### src/rtl/bp_be_pkg.sv
// ============================================================================
// Module : bp_be_pkg
// Desc   : Shared types for the back-end TLB performance monitor.
// Rev    : 1.0  initial release
// ============================================================================
`default_nettype none

package bp_be_pkg;

  // Upper bounds of the monitor's parameter ranges; the record struct is sized to them.
  localparam int max_ctr_width_gp = 64;
  localparam int max_id_width_gp  = 3;

  typedef enum logic [1:0] {
    COUNT = 2'd0,
    DUMP  = 2'd1,
    DONE  = 2'd2
  } bp_be_perf_state_e;

  typedef struct packed {
    logic [max_id_width_gp-1:0]  id;
    logic [max_ctr_width_gp-1:0] reads;
    logic [max_ctr_width_gp-1:0] misses;
    logic [max_ctr_width_gp-1:0] fills;
    logic [max_ctr_width_gp-1:0] clears;
  } bp_be_perf_dump_rec_s;

endpackage

`default_nettype wire

### src/rtl/bp_be_perf_counter.sv
// ============================================================================
// Module : bp_be_perf_counter
// Desc   : Single enabled event counter. Wraps by default; saturates at
//          all-ones when BP_TLB_PERF_MON_SATURATE_EN is defined.
// Rev    : 1.0  initial release
// ============================================================================
`default_nettype none

module bp_be_perf_counter #(
  parameter int width_p = 32
) (
  input  logic               clk_i,
  input  logic               reset_n_i,
  input  logic               en_i,
  output logic [width_p-1:0] count_o
);

  logic [width_p-1:0] r_count;

  always_ff @(posedge clk_i or negedge reset_n_i) begin
    if (!reset_n_i) begin
      r_count <= '0;
    end else if (en_i) begin
`ifdef BP_TLB_PERF_MON_SATURATE_EN
      if (r_count != '1) begin
        r_count <= r_count + 1'b1;
      end
`else
      r_count <= r_count + 1'b1;
`endif
    end
  end

  assign count_o = r_count;

endmodule

`default_nettype wire

### src/rtl/bp_be_tlb_perf_monitor.sv
// ============================================================================
// Module : bp_be_tlb_perf_monitor
// Desc   : Per-channel TLB read/miss/fill/clear counters, dumped as a
//          valid/ready record stream after finish_i.
//          Optional: BP_TLB_PERF_MON_SATURATE_EN (saturating counters).
// Rev    : 1.0  initial release
// ============================================================================
`default_nettype none

module bp_be_tlb_perf_monitor
  import bp_be_pkg::*;
#(
  parameter int num_tlb_p   = 2,
  parameter int ctr_width_p = 32,
  localparam int id_width_lp = (num_tlb_p > 1) ? $clog2(num_tlb_p) : 1
) (
  input  logic                   clk_i,
  input  logic                   reset_n_i,
  input  logic                   freeze_i,
  input  logic [num_tlb_p-1:0]   read_v_i,
  input  logic [num_tlb_p-1:0]   miss_v_i,
  input  logic [num_tlb_p-1:0]   fill_v_i,
  input  logic [num_tlb_p-1:0]   clear_i,
  input  logic                   finish_i,
  output logic                   dump_v_o,
  input  logic                   dump_ready_i,
  output logic [id_width_lp-1:0] dump_id_o,
  output logic [ctr_width_p-1:0] dump_reads_o,
  output logic [ctr_width_p-1:0] dump_misses_o,
  output logic [ctr_width_p-1:0] dump_fills_o,
  output logic [ctr_width_p-1:0] dump_clears_o,
  output logic                   done_o
);

  localparam logic [id_width_lp-1:0] c_last_id = id_width_lp'(num_tlb_p - 1);

  bp_be_perf_state_e r_state, w_state_next;
  logic [id_width_lp-1:0] r_dump_id, w_dump_id_next;
  logic w_count_en;
  logic w_handshake;

  logic [ctr_width_p-1:0] w_reads  [num_tlb_p];
  logic [ctr_width_p-1:0] w_misses [num_tlb_p];
  logic [ctr_width_p-1:0] w_fills  [num_tlb_p];
  logic [ctr_width_p-1:0] w_clears [num_tlb_p];

  // Counting is only open in COUNT; once the dump starts the snapshot is frozen.
  assign w_count_en = (r_state == COUNT) && !freeze_i;

  for (genvar g = 0; g < num_tlb_p; g++) begin : g_chan
    bp_be_perf_counter #(.width_p(ctr_width_p)) u_reads (
      .clk_i    (clk_i),
      .reset_n_i(reset_n_i),
      .en_i     (w_count_en && read_v_i[g]),
      .count_o  (w_reads[g])
    );
    bp_be_perf_counter #(.width_p(ctr_width_p)) u_misses (
      .clk_i    (clk_i),
      .reset_n_i(reset_n_i),
      .en_i     (w_count_en && read_v_i[g] && miss_v_i[g]),
      .count_o  (w_misses[g])
    );
    bp_be_perf_counter #(.width_p(ctr_width_p)) u_fills (
      .clk_i    (clk_i),
      .reset_n_i(reset_n_i),
      .en_i     (w_count_en && fill_v_i[g]),
      .count_o  (w_fills[g])
    );
    bp_be_perf_counter #(.width_p(ctr_width_p)) u_clears (
      .clk_i    (clk_i),
      .reset_n_i(reset_n_i),
      .en_i     (w_count_en && clear_i[g]),
      .count_o  (w_clears[g])
    );
  end

  assign w_handshake = dump_v_o && dump_ready_i;

  always_ff @(posedge clk_i or negedge reset_n_i) begin
    if (!reset_n_i) begin
      r_state   <= COUNT;
      r_dump_id <= '0;
    end else begin
      r_state   <= w_state_next;
      r_dump_id <= w_dump_id_next;
    end
  end

  always_comb begin
    w_state_next   = r_state;
    w_dump_id_next = r_dump_id;
    case (r_state)
      COUNT: begin
        if (finish_i && !freeze_i) begin
          w_state_next   = DUMP;
          w_dump_id_next = '0;
        end
      end
      DUMP: begin
        if (w_handshake) begin
          if (r_dump_id == c_last_id) begin
            w_state_next = DONE;
          end else begin
            w_dump_id_next = r_dump_id + 1'b1;
          end
        end
      end
      DONE: begin
        w_state_next = DONE;
      end
      default: begin
        w_state_next   = COUNT;
        w_dump_id_next = '0;
      end
    endcase
  end

  // Payload tracks the selected channel; counters are frozen outside COUNT so it holds under stall.
  assign dump_v_o      = (r_state == DUMP);
  assign done_o        = (r_state == DONE);
  assign dump_id_o     = r_dump_id;
  assign dump_reads_o  = w_reads[r_dump_id];
  assign dump_misses_o = w_misses[r_dump_id];
  assign dump_fills_o  = w_fills[r_dump_id];
  assign dump_clears_o = w_clears[r_dump_id];

endmodule

`default_nettype wire

### config.mk
export PLATFORM = sky130hd
export DESIGN_NAME = bp_be_tlb_perf_monitor
export DESIGN_NICKNAME = d
export VERILOG_FILES = /design/src/rtl/bp_be_pkg.sv /design/src/rtl/bp_be_perf_counter.sv /design/src/rtl/bp_be_tlb_perf_monitor.sv
export SDC_FILE = /design/constraint.sdc
export NUM_CORES = 1
export LEC_CHECK = 0
export BUFFER_PORTS_ARGS = -buffer_cell sky130_fd_sc_hd__buf_2
export CORE_ASPECT_RATIO = 1.25
export CORE_UTILIZATION = 45
export CTS_BUF_LIST = sky130_fd_sc_hd__clkbuf_4 sky130_fd_sc_hd__clkbuf_8 sky130_fd_sc_hd__clkbuf_16
export CTS_CLUSTER_DIAMETER = 50
export DETAILED_ROUTE_END_ITERATION = 10
export GPL_TIMING_DRIVEN = 0
export SLEW_MARGIN = 20
export SYNTH_ARGS = -nofsm -noshare
export SYNTH_HDL_FRONTEND = slang
export SYNTH_SLANG_ARGS = --single-unit
### constraint.sdc
create_clock -name clk_i -period 3.75 [get_ports clk_i]
set_input_delay 0.75 -clock clk_i [delete_from_list [all_inputs] [get_ports clk_i]]
set_output_delay 0.75 -clock clk_i [all_outputs]
set_load 0.1 [all_outputs]
# Word-level counts from Yosys, hierarchy flattened
# Index checks and enable logic that the tools add are counted.
# word_totals
out_inout_bits,131
elab_cells,62
mem_bits_rw,0
ff_bits,259
mem_count,0
input_bits,13
mem_bits_ro,0
latchBits,0
# classes
muxes,20
magnitude_cmp,1
div_mod_pow,0
reduce_logical,15
shifts,0
multipliers,0
n_eq_ne,5
n_bitwise,2
n_addsub,9
# ops
op,count
two-way mux 32 bit,12
"adder 32 x 1 -> 32 bit, second input constant",8
logical AND 1 bit,11
two-way mux 2 bit,3
"inequality test 2 x 1 -> 1 bit, second input constant",3
case mux 2 bit (3 select lines),1
AND reduction 3 bit,2
two-way mux 1 bit,3
case mux 1 bit (3 select lines),1
"equality test 2 x 1 -> 1 bit, second input constant",1
"equality test 2 bit, second input constant",1
"greater-or-equal comparator 2 bit, second input constant",1
zero test 2 bit,1
inverter 1 -> 2 bit,1
"adder 1 bit, second input constant",1
zero test 1 bit,1
inverter 1 bit,1

# Depth between registers and ports, before layout
# Gate-level depths: netlist (run 1).
# logic_depth
word_depth,4
depth_mapped,8
ltp_nobuf,6

# By module
# A second synthesis (run 1) with hierarchy kept.
# unflattened
hier_cells,1154
area_unflattened_um2,13447.9
# modules_own_cells
mod,cells_per_inst,area_each_um2,instances,seq_area_each_um2
bp_be_perf_counter,123,1448.9,8,800.8
bp_be_tlb_perf_monitor,170,1856.8,1,75.1

# Worst setup path before layout (run 1)
# OpenSTA, ideal clock, no wires.
# synth_path
kind,reg-to-output
start,"register r_dump_id, in the netlist dump_id_o"
end,output dump_clears_o[30]
path_stages_with_launch,4
path_buffers,2
slack_ps,-386
arrival_ps,3386
required_time_ps,3000
path_cell_list,dfrtp_1 > clkbuf_1 > clkbuf_1 > o21ai_0
# synth_between
elab_chain_len,4
# synth_lines
item,line,source
start: declaration,bp_be_tlb_perf_monitor.sv:38,"logic [id_width_lp-1:0] r_dump_id, w_dump_id_next;"
start signal: assignment,bp_be_tlb_perf_monitor.sv:85,r_dump_id <= w_dump_id_next;
inverter 1 -> 2 bit (not written as such),bp_be_tlb_perf_monitor.sv:125,assign dump_clears_o = w_clears[r_dump_id];
two-way mux 32 bit (not written as such) (3 in a row),bp_be_tlb_perf_monitor.sv:125,
end: declaration,bp_be_tlb_perf_monitor.sv:31,"output logic [ctr_width_p-1:0] dump_clears_o,"
# No other way between the ends. The select of a mux whose other input is x is not followed.

# Worst setup path after layout (run 1)
# layout_path
start,"register r_dump_id, in the netlist dump_id_o"
end,output dump_misses_o[1]
# layout_between
elab_chain_len,4
# layout_lines
item,line,source
inverter 1 -> 2 bit (not written as such),bp_be_tlb_perf_monitor.sv:123,assign dump_misses_o = w_misses[r_dump_id];
two-way mux 32 bit (not written as such) (3 in a row),bp_be_tlb_perf_monitor.sv:123,
end: declaration,bp_be_tlb_perf_monitor.sv:29,"output logic [ctr_width_p-1:0] dump_misses_o,"
# No other way between the ends. The select of a mux whose other input is x is not followed.

==> out/results.tsv, run 1 <==
stage	metric	value	unit
run_status	status	finished clean	
timing	slew_viol_final	0	
timing	tightest_slew	0.902	ns
die	coreArea	0.0293	sq mm
logic_synthesis	syn_area	0.0135	sq mm
global_route	grt_pass1_wl	51700	microns
logic_synthesis	synth_top_cell_by_area	dfrtp_1	
logic_synthesis	synth_area_leaders	dfrtp_1, mux2_2, xnor2_1	
logic_synthesis	synth_top_family_by_area	simple AND/OR/NAND/NOR gates	
logic_synthesis	syn-num-nets	1263	
timing	timing.final.hold_violations	0	
detailed_routing	wire_per_inst	17.4	microns
layout	drive_gt1_frac	0.252	
power_and_ir_drop	internal_power	5.80	mW
die	ioPinCount	144	
layout	layout.cells.non_filler	1840	
detailed_routing	postRouteAntennaNets	0	
logic_synthesis	async_flop_share	1.00	
placement	place_inst	1779	
detailed_routing	vias_per_cell	5.34	
worst_setup_path	arrival	2.75	ns
worst_setup_path	critPathRequiredTime	3.00	ns
layout	final_cell_mix	dfrtp_1, xnor2_1, buf_2	
power_and_ir_drop	irDropWorstVdd	0.000975	V
timing	finalCriticalPeriod	3.50	ns
timing	setup_viol	0	
layout	register_area	0.00648	sq mm
power_and_ir_drop	seq_power_share	0.339	
clock_network	numCtsBuffers	34	
timing	skew	0.0182	ns
logic_synthesis	synth_warnings	0	
logic_synthesis	synthSimpleGateAreaFrac	0.213	
clock_network	cts_max_level	2	
die	rows	70	
flow_run	maxCapViolCount	0	
placement	numPortBuffers	143	
layout	multi_input_area	0.00670	sq mm
layout	fill_cells	2614	
power_and_ir_drop	pwr-share-clk	0.368	
global_route	antenna_found_initial	3	
detailed_routing	num_vias	9829	
layout	syn_to_final_growth	18.5	%
logic_synthesis	synth-edff-count	0	
layout	design_area	0.0160	sq mm
logic_synthesis	synth_compound_area_frac	0.00427	
timing	timing.hold.ws	0.224	ns
timing	slew_headroom	0.393	
placement	placed_area	0.0148	sq mm
logic_synthesis	avgSynthCellArea	10.9	sq um
clock_network	clk_pin_slew_worst_paths	0.06	ns
logic_synthesis	synth.top_cell.area_share	0.480	
placement	gp_congestion	0.801	
worst_setup_path	path_max_fanout	10	
logic_synthesis	synth-main-ff-cell	dfrtp_1	
worst_setup_path	crit_start	dump_id_o$_DFFE_PN0P_	
global_route	grt_pass1_vias	9651	
power_and_ir_drop	swShare	0.383	
timing	rsz0062_at_grt	no	
clock_network	cts_tree	yes	
worst_hold_path	worstHoldPathType	primary input to async pin	
logic_synthesis	synth-seq-area-share	0.480	
logic_synthesis	synth_seq_cells	259	
die	fp.dieW	157	microns
layout	layout_commonest_cell	dfrtp_1	
timing	finalCritPeriodShare	0.935	
worst_setup_path	start_kind	register	
power_and_ir_drop	combPwrFrac	0.294	
clock_network	cts_buffer_depth	3	
clock_network	cts_setup_buffers	0	
worst_setup_path	r2r_slack	0.90	ns
logic_synthesis	muxShareOfSynthArea	0.107	
global_route	globalRouteOverflowTotal	0	
detailed_routing	drtIter0Drc	446	
clock_network	cts_sinks	259	
logic_synthesis	synth_cell_types	43	
worst_setup_path	cp-end-kind	output port	
die	die_area	0.0307	sq mm
power_and_ir_drop	leakage	7.68	nW
power_and_ir_drop	p_switching	3.60	mW
worst_setup_path	criticalPathCategory	register to output port	
clock_network	ctsResizeCount	0	
global_route	track_usage	0.213	
power_and_ir_drop	p_per_area	589	mW/mm^2
clock_network	root_buffer	clkbuf_16	
detailed_routing	drc_errors	0	
layout	finish.utilization	0.545	
logic_synthesis	synthAdderAreaFrac	0.0111	
clock_network	hold_buffers	0	
die	die_h	196	microns
logic_synthesis	yosys.area_share.xor_xnor	0.161	
placement	dpl.hpwl	22700	microns
worst_setup_path	rr_startpoint	r_state[0]$_DFFE_PN0P_	
timing	timing.fmax	285	MHz
detailed_routing	drt-total-wl	32000	microns
layout	nets	1444	
clock_network	clock_latency	0.51	ns
detailed_routing	drt_pre_antenna_iters	4	
global_route	grt_max_degree	95	
die	initial_core_util	0.460	
logic_synthesis	syn_inst	1238	
[kinds of logic after synthesis]
group,after synthesis
AOI/OAI and AO/OA,10
xor gates and xnor gates,248
adders and majority gates,12
buffers and inverters,76
DFF,259
muxes,128
and+or+nand+nor,505
[cells in the mapped netlist (3+ instances only)]
| library cell | instances |
|---|---|
| dfrtp_1 | 259 |
| xnor2_1 | 160 |
| mux2_2 | 128 |
| nand2_1 | 95 |
| nand4_1 | 90 |
| xor2_1 | 88 |
| nand3_1 | 85 |
| nor3_1 | 46 |
| nor2_1 | 43 |
| clkbuf_1 | 35 |
| and3_1 | 30 |
| and4_1 | 28 |
| inv_1 | 27 |
| and2_1 | 23 |
| nor4_1 | 21 |
| ha_1 | 12 |
| buf_2 | 9 |
| o21ai_0 | 7 |
| nand4b_1 | 6 |
| or4_1 | 6 |
| and4b_1 | 4 |
| nand3b_1 | 4 |
| nor3b_1 | 3 |
| nor4_2 | 3 |
| or2_2 | 3 |
[path summary, 6_finish.rpt]
kind / cells after the start / endpoint
setup reg to reg: 8 / g_chan[0].u_fills.count_o[29]$_DFFE_PN0P_
hold reg to reg: 1 / g_chan[1].u_reads.count_o[31]$_DFFE_PN0P_
max in group asynchronous: 2 / g_chan[0].u_clears.count_o[28]$_DFFE_PN0P_
min in group clk_i: 1 / g_chan[1].u_reads.count_o[31]$_DFFE_PN0P_
hold / removal: 1 / g_chan[0].u_fills.count_o[15]$_DFFE_PN0P_
setup / recovery: 4 / dump_misses_o[1]
[worst max-delay path, stage by stage (launching register included)]
cell and delay (ns):
dfrtp_1 0.35, clkbuf_1 0.57, clkbuf_1 0.58, mux2_2 0.32, buf_2 0.43
[per-stage QoR]
stage	total power, mW	setup TNS [ns]	setup slack, ns
global route	9.78	0	0.0810
CTS	9.53	0	0.0202
global placement	5.99	-777.75	-3.03
detailed placement	6.02	0	0.552
floorplan	5.42	-2.70	-0.386
finish	9.41	0	0.245
[flip-flops by register name, indices dropped and copies added (netlist names)]
| register | count |
|---|---|
| g_chan.u_fills.count_o | 64 |
| g_chan.u_clears.count_o | 64 |
| g_chan.u_misses.count_o | 64 |
| dump_id_o | 1 |
| r_state | 2 |
| g_chan.u_reads.count_o | 64 |
[routing by layer]
layer  up-vias  global-route usage  wire length [microns]
met4         4              0.0588                    625
met1      4890               0.297                  15100
met3        46              0.0344                   1210
met2       145               0.341                  15100
met5         -                   0                     19
li1       4744                   -                      -
[final cells by class]
cell class,count,area share
Multi-Input combinational cell,903,0.419
Sequential cell,259,0.405
Clock buffer,42,0.0604
Timing Repair Buffer,145,0.0488
Tap cell,396,0.0310
Clock inverter,18,0.0151
Buffer,49,0.0133
Inverter,27,0.00634
Antenna cell,1,0.000157
[power groups by stage]
stage	clock [mW]	sequential, mW	combinational (mW)
3_3_place_gp	0	3.23	2.76
5_1_grt	3.64	3.22	2.91
6_report	3.46	3.19	2.76
2_1_floorplan	0	3.20	2.22
3_5_place_dp	0	3.23	2.79
4_1_cts	3.54	3.19	2.79
Power figures use the tool's default switching activity.
==> inputs of run 2 (changes only) <==
--- a/config.mk
+++ b/config.mk
@@ -15,4 +15,5 @@
 export SLEW_MARGIN = 20
 export SYNTH_ARGS = -nofsm -noshare
 export SYNTH_HDL_FRONTEND = slang
+export SYNTH_HIERARCHICAL = 1
 export SYNTH_SLANG_ARGS = --single-unit
==> out/results.tsv, run 2 <==
stage	metric	value	unit
clock_network	cts_max_level	2	
worst_setup_path	r2r_slack	0.26	ns
layout	drive_gt1_frac	0.298	
logic_synthesis	synth-seq-area-share	0.482	
run_status	status	finished clean	
clock_network	hold_buffers	0	
power_and_ir_drop	pwr-share-clk	0.385	
layout	multi_input_area	0.00677	sq mm
worst_setup_path	arrival	3.88	ns
global_route	antenna_found_initial	1	
layout	finish.utilization	0.545	
worst_setup_path	cp-end-kind	register	
layout	antenna_cells	0	
layout	final_cell_mix	dfrtp_1, xnor2_1, buf_2	
clock_network	cts_buffer_depth	3	
logic_synthesis	syn_area	0.0134	sq mm
layout	nets	1362	
timing	setup_tns	0	ns
die	initial_core_util	0.458	
clock_network	cts_tree	yes	
timing	rsz0062_at_grt	no	
logic_synthesis	synth_top_cell_by_area	dfrtp_1	
clock_network	root_buffer	clkbuf_16	
global_route	track_usage	0.212	
clock_network	clk_pin_slew_worst_paths	0.06	ns
layout	fill_cells	2586	
detailed_routing	drtIter0Drc	457	
timing	timing.fmax	286	MHz
placement	placed_area	0.0148	sq mm
global_route	grt_max_degree	88	
power_and_ir_drop	irDropWorstVdd	0.000650	V
logic_synthesis	synthTopCellsByCount	dfrtp_1, xnor2_1, mux2_2	
global_route	grt_pass1_wl	51200	microns
placement	dpl.hpwl	22900	microns
detailed_routing	postRouteAntennaNets	0	
clock_network	numCtsBuffers	35	
die	fp.dieW	157	microns
die	die_h	195	microns
timing	tightest_slew	1.04	ns
worst_hold_path	worstHoldPathType	primary input to async pin	
logic_synthesis	synth_seq_cells	259	
detailed_routing	wl_met3	1360	microns
layout	layout_commonest_cell	dfrtp_1	
logic_synthesis	synth_warnings	6	
worst_setup_path	rr_startpoint	r_state[0]$_DFFE_PN0P_	
detailed_routing	maxUsedRoutingLayer	met4	
power_and_ir_drop	combPwrFrac	0.250	
timing	setup_viol	0	
placement	pre_cts_ws	-0.0739	ns
die	die_area	0.0306	sq mm
logic_synthesis	async_flop_share	1.00	
detailed_routing	drt-total-wl	31400	microns
power_and_ir_drop	internal_power	5.83	mW
die	ioPinCount	144	
timing	slew_headroom	0.298	
timing	skew	0.0104	ns
worst_setup_path	rr_endpoint	g_chan[1].u_clears/count_o[27]$_DFFE_PN0P_	
worst_setup_path	critPathRequiredTime	4.13	ns
logic_synthesis	syn-num-nets	1179	
logic_synthesis	synth_area_leaders	dfrtp_1, mux2_2, xnor2_1	
detailed_routing	drt-met1-wl	13700	microns
worst_setup_path	crit_path_end	g_chan[1].u_clears/count_o[27]$_DFFE_PN0P_	
logic_synthesis	synth.top_cell.area_share	0.482	
timing	timing.final.hold_violations	0	
placement	numPortBuffers	143	
logic_synthesis	synth_cell_types	28	
detailed_routing	drt_pre_antenna_iters	5	
timing	setup_ws	0.256	ns
logic_synthesis	syn_inst	1154	
clock_network	clock_latency	0.50	ns
power_and_ir_drop	p_switching	3.11	mW
timing	finalCritPeriodShare	0.932	
worst_setup_path	start_kind	register	
die	coreArea	0.0293	sq mm
logic_synthesis	synth-main-ff-cell	dfrtp_1	
power_and_ir_drop	power	8.94	mW
flow_run	maxCapViolCount	0	
logic_synthesis	synth-edff-count	0	
worst_setup_path	path_max_fanout	8	
global_route	grt_pass1_vias	9677	
logic_synthesis	avgSynthCellArea	11.7	sq um
worst_setup_path	criticalPathCategory	register to register	
clock_network	cts_sinks	259	
power_and_ir_drop	swShare	0.348	
layout	register_area	0.00648	sq mm
global_route	globalRouteOverflowTotal	0	
die	rows	70	
placement	gp_congestion	0.882	
detailed_routing	drc_errors	0	
power_and_ir_drop	p_per_area	559	mW/mm^2
layout	design_area	0.0160	sq mm
detailed_routing	wire_per_inst	17.9	microns
layout	syn_to_final_growth	19.0	%
detailed_routing	vias_per_cell	5.39	
worst_setup_path	r2r_cells	8	
timing	slew_viol_final	0	
worst_setup_path	crit_start	r_state[0]$_DFFE_PN0P_	
timing	finalCriticalPeriod	3.49	ns
power_and_ir_drop	leakage	7.66	nW
detailed_routing	num_vias	9489	
logic_synthesis	synth_most_common_cell	dfrtp_1	
power_and_ir_drop	seq_power_share	0.365	
detailed_routing	wl_met2	15500	microns
[run 2: cell types whose count changed after synthesis, sizes merged, moves of 5 or more]
cell / delta
xnor2: -8
nor2: -18
nor3: -7
inv: -9
nand3: -13
xor2: +8
o21ai: -7
nand2: -13
nand4b: -7
nor4: +22
nor3b: +5
mux2: +10
clkbuf: -35
[run 2: how the worst min path moves through the flow]
| stage | to | slack, ns | startpoint | depth (start not counted) |
|---|---|---|---|---|
| after floorplan | g_chan[1].u_clears/count_o[31]$_DFFE_PN0P_ | 0.44 | g_chan[1].u_clears/count_o[31]$_DFFE_PN0P_ | 1 |
| after global placement | g_chan[0].u_clears/count_o[31]$_DFFE_PN0P_ | 0.46 | g_chan[0].u_clears/count_o[31]$_DFFE_PN0P_ | 1 |
| after detailed placement | g_chan[1].u_misses/count_o[31]$_DFFE_PN0P_ | 0.46 | g_chan[1].u_misses/count_o[31]$_DFFE_PN0P_ | 1 |
| after CTS | g_chan[1].u_reads/count_o[21]$_DFFE_PN0P_ | 0.15 | reset_n_i | 1 |
| after global routing | g_chan[1].u_reads/count_o[21]$_DFFE_PN0P_ | 0.16 | reset_n_i | 1 |
| final | g_chan[1].u_reads/count_o[21]$_DFFE_PN0P_ | 0.14 | reset_n_i | 1 |
[run 2: worst max-delay path, cell delays in order, from the launching register on]
cell and delay, ns:
dfrtp_1 0.39, inv_1 0.12, ha_1 0.22, nor2b_1 0.74, and2_1 0.41, nand4_4 0.17, nor4_1 0.91, nand4_1 0.23
xnor2_1 0.18
[run 2: timing repair]
action,in CTS,in global routing
gates resized for setup,0,1
buffers inserted,0,0
endpoints found under the setup margin,0,4
[run 2: metrics by stage]
stage                     std cells  hold WS (ns)
after floorplan                1154         0.440
after global placement         1693         0.458
after detailed placement       1696         0.462
after CTS                      1759         0.147
after global routing           1759         0.161
final                          1759         0.136
[run 2: routing by layer]
layer / GRT usage / vias up
met5: 0 / -
met4: 0.0708 / 0
met3: 0.0388 / 51
met2: 0.355 / 214
met1: 0.276 / 4674
li1: - / 4550
[run 2: cells by family (layout without fill, tap and decap cells)]
family	Yosys count	in the layout	share of synthesized area
adder cells (fa/ha/maj)	12	12	0.0112
XOR/XNOR	248	248	0.162
flip-flops	259	259	0.482
multiplexers	138	138	0.116
AO/OA/AOI/OAI	3	3	0.00158
AND/OR/NAND/NOR	462	462	0.212
buffers and inverters	32	241	0.0163
[run 2: cell type report]
class,count,area share
tap,396,0.0310
buffer,14,0.00946
multi-input combinational,863,0.423
clock buffer,52,0.0673
timing repair buffer,146,0.0505
sequential,259,0.405
inverter,18,0.00422
clock inverter,11,0.00907
[run 2: power by group through the flow]
| stage | clock [mW] | combinational [mW] | sequential, mW |
|---|---|---|---|
| final | 3.44 | 2.24 | 3.26 |
| after floorplan | 0 | 1.79 | 3.28 |
| after global routing | 3.64 | 2.37 | 3.30 |
| after CTS | 3.53 | 2.26 | 3.26 |
| after global placement | 0 | 2.21 | 3.31 |
| after detailed placement | 0 | 2.25 | 3.31 |
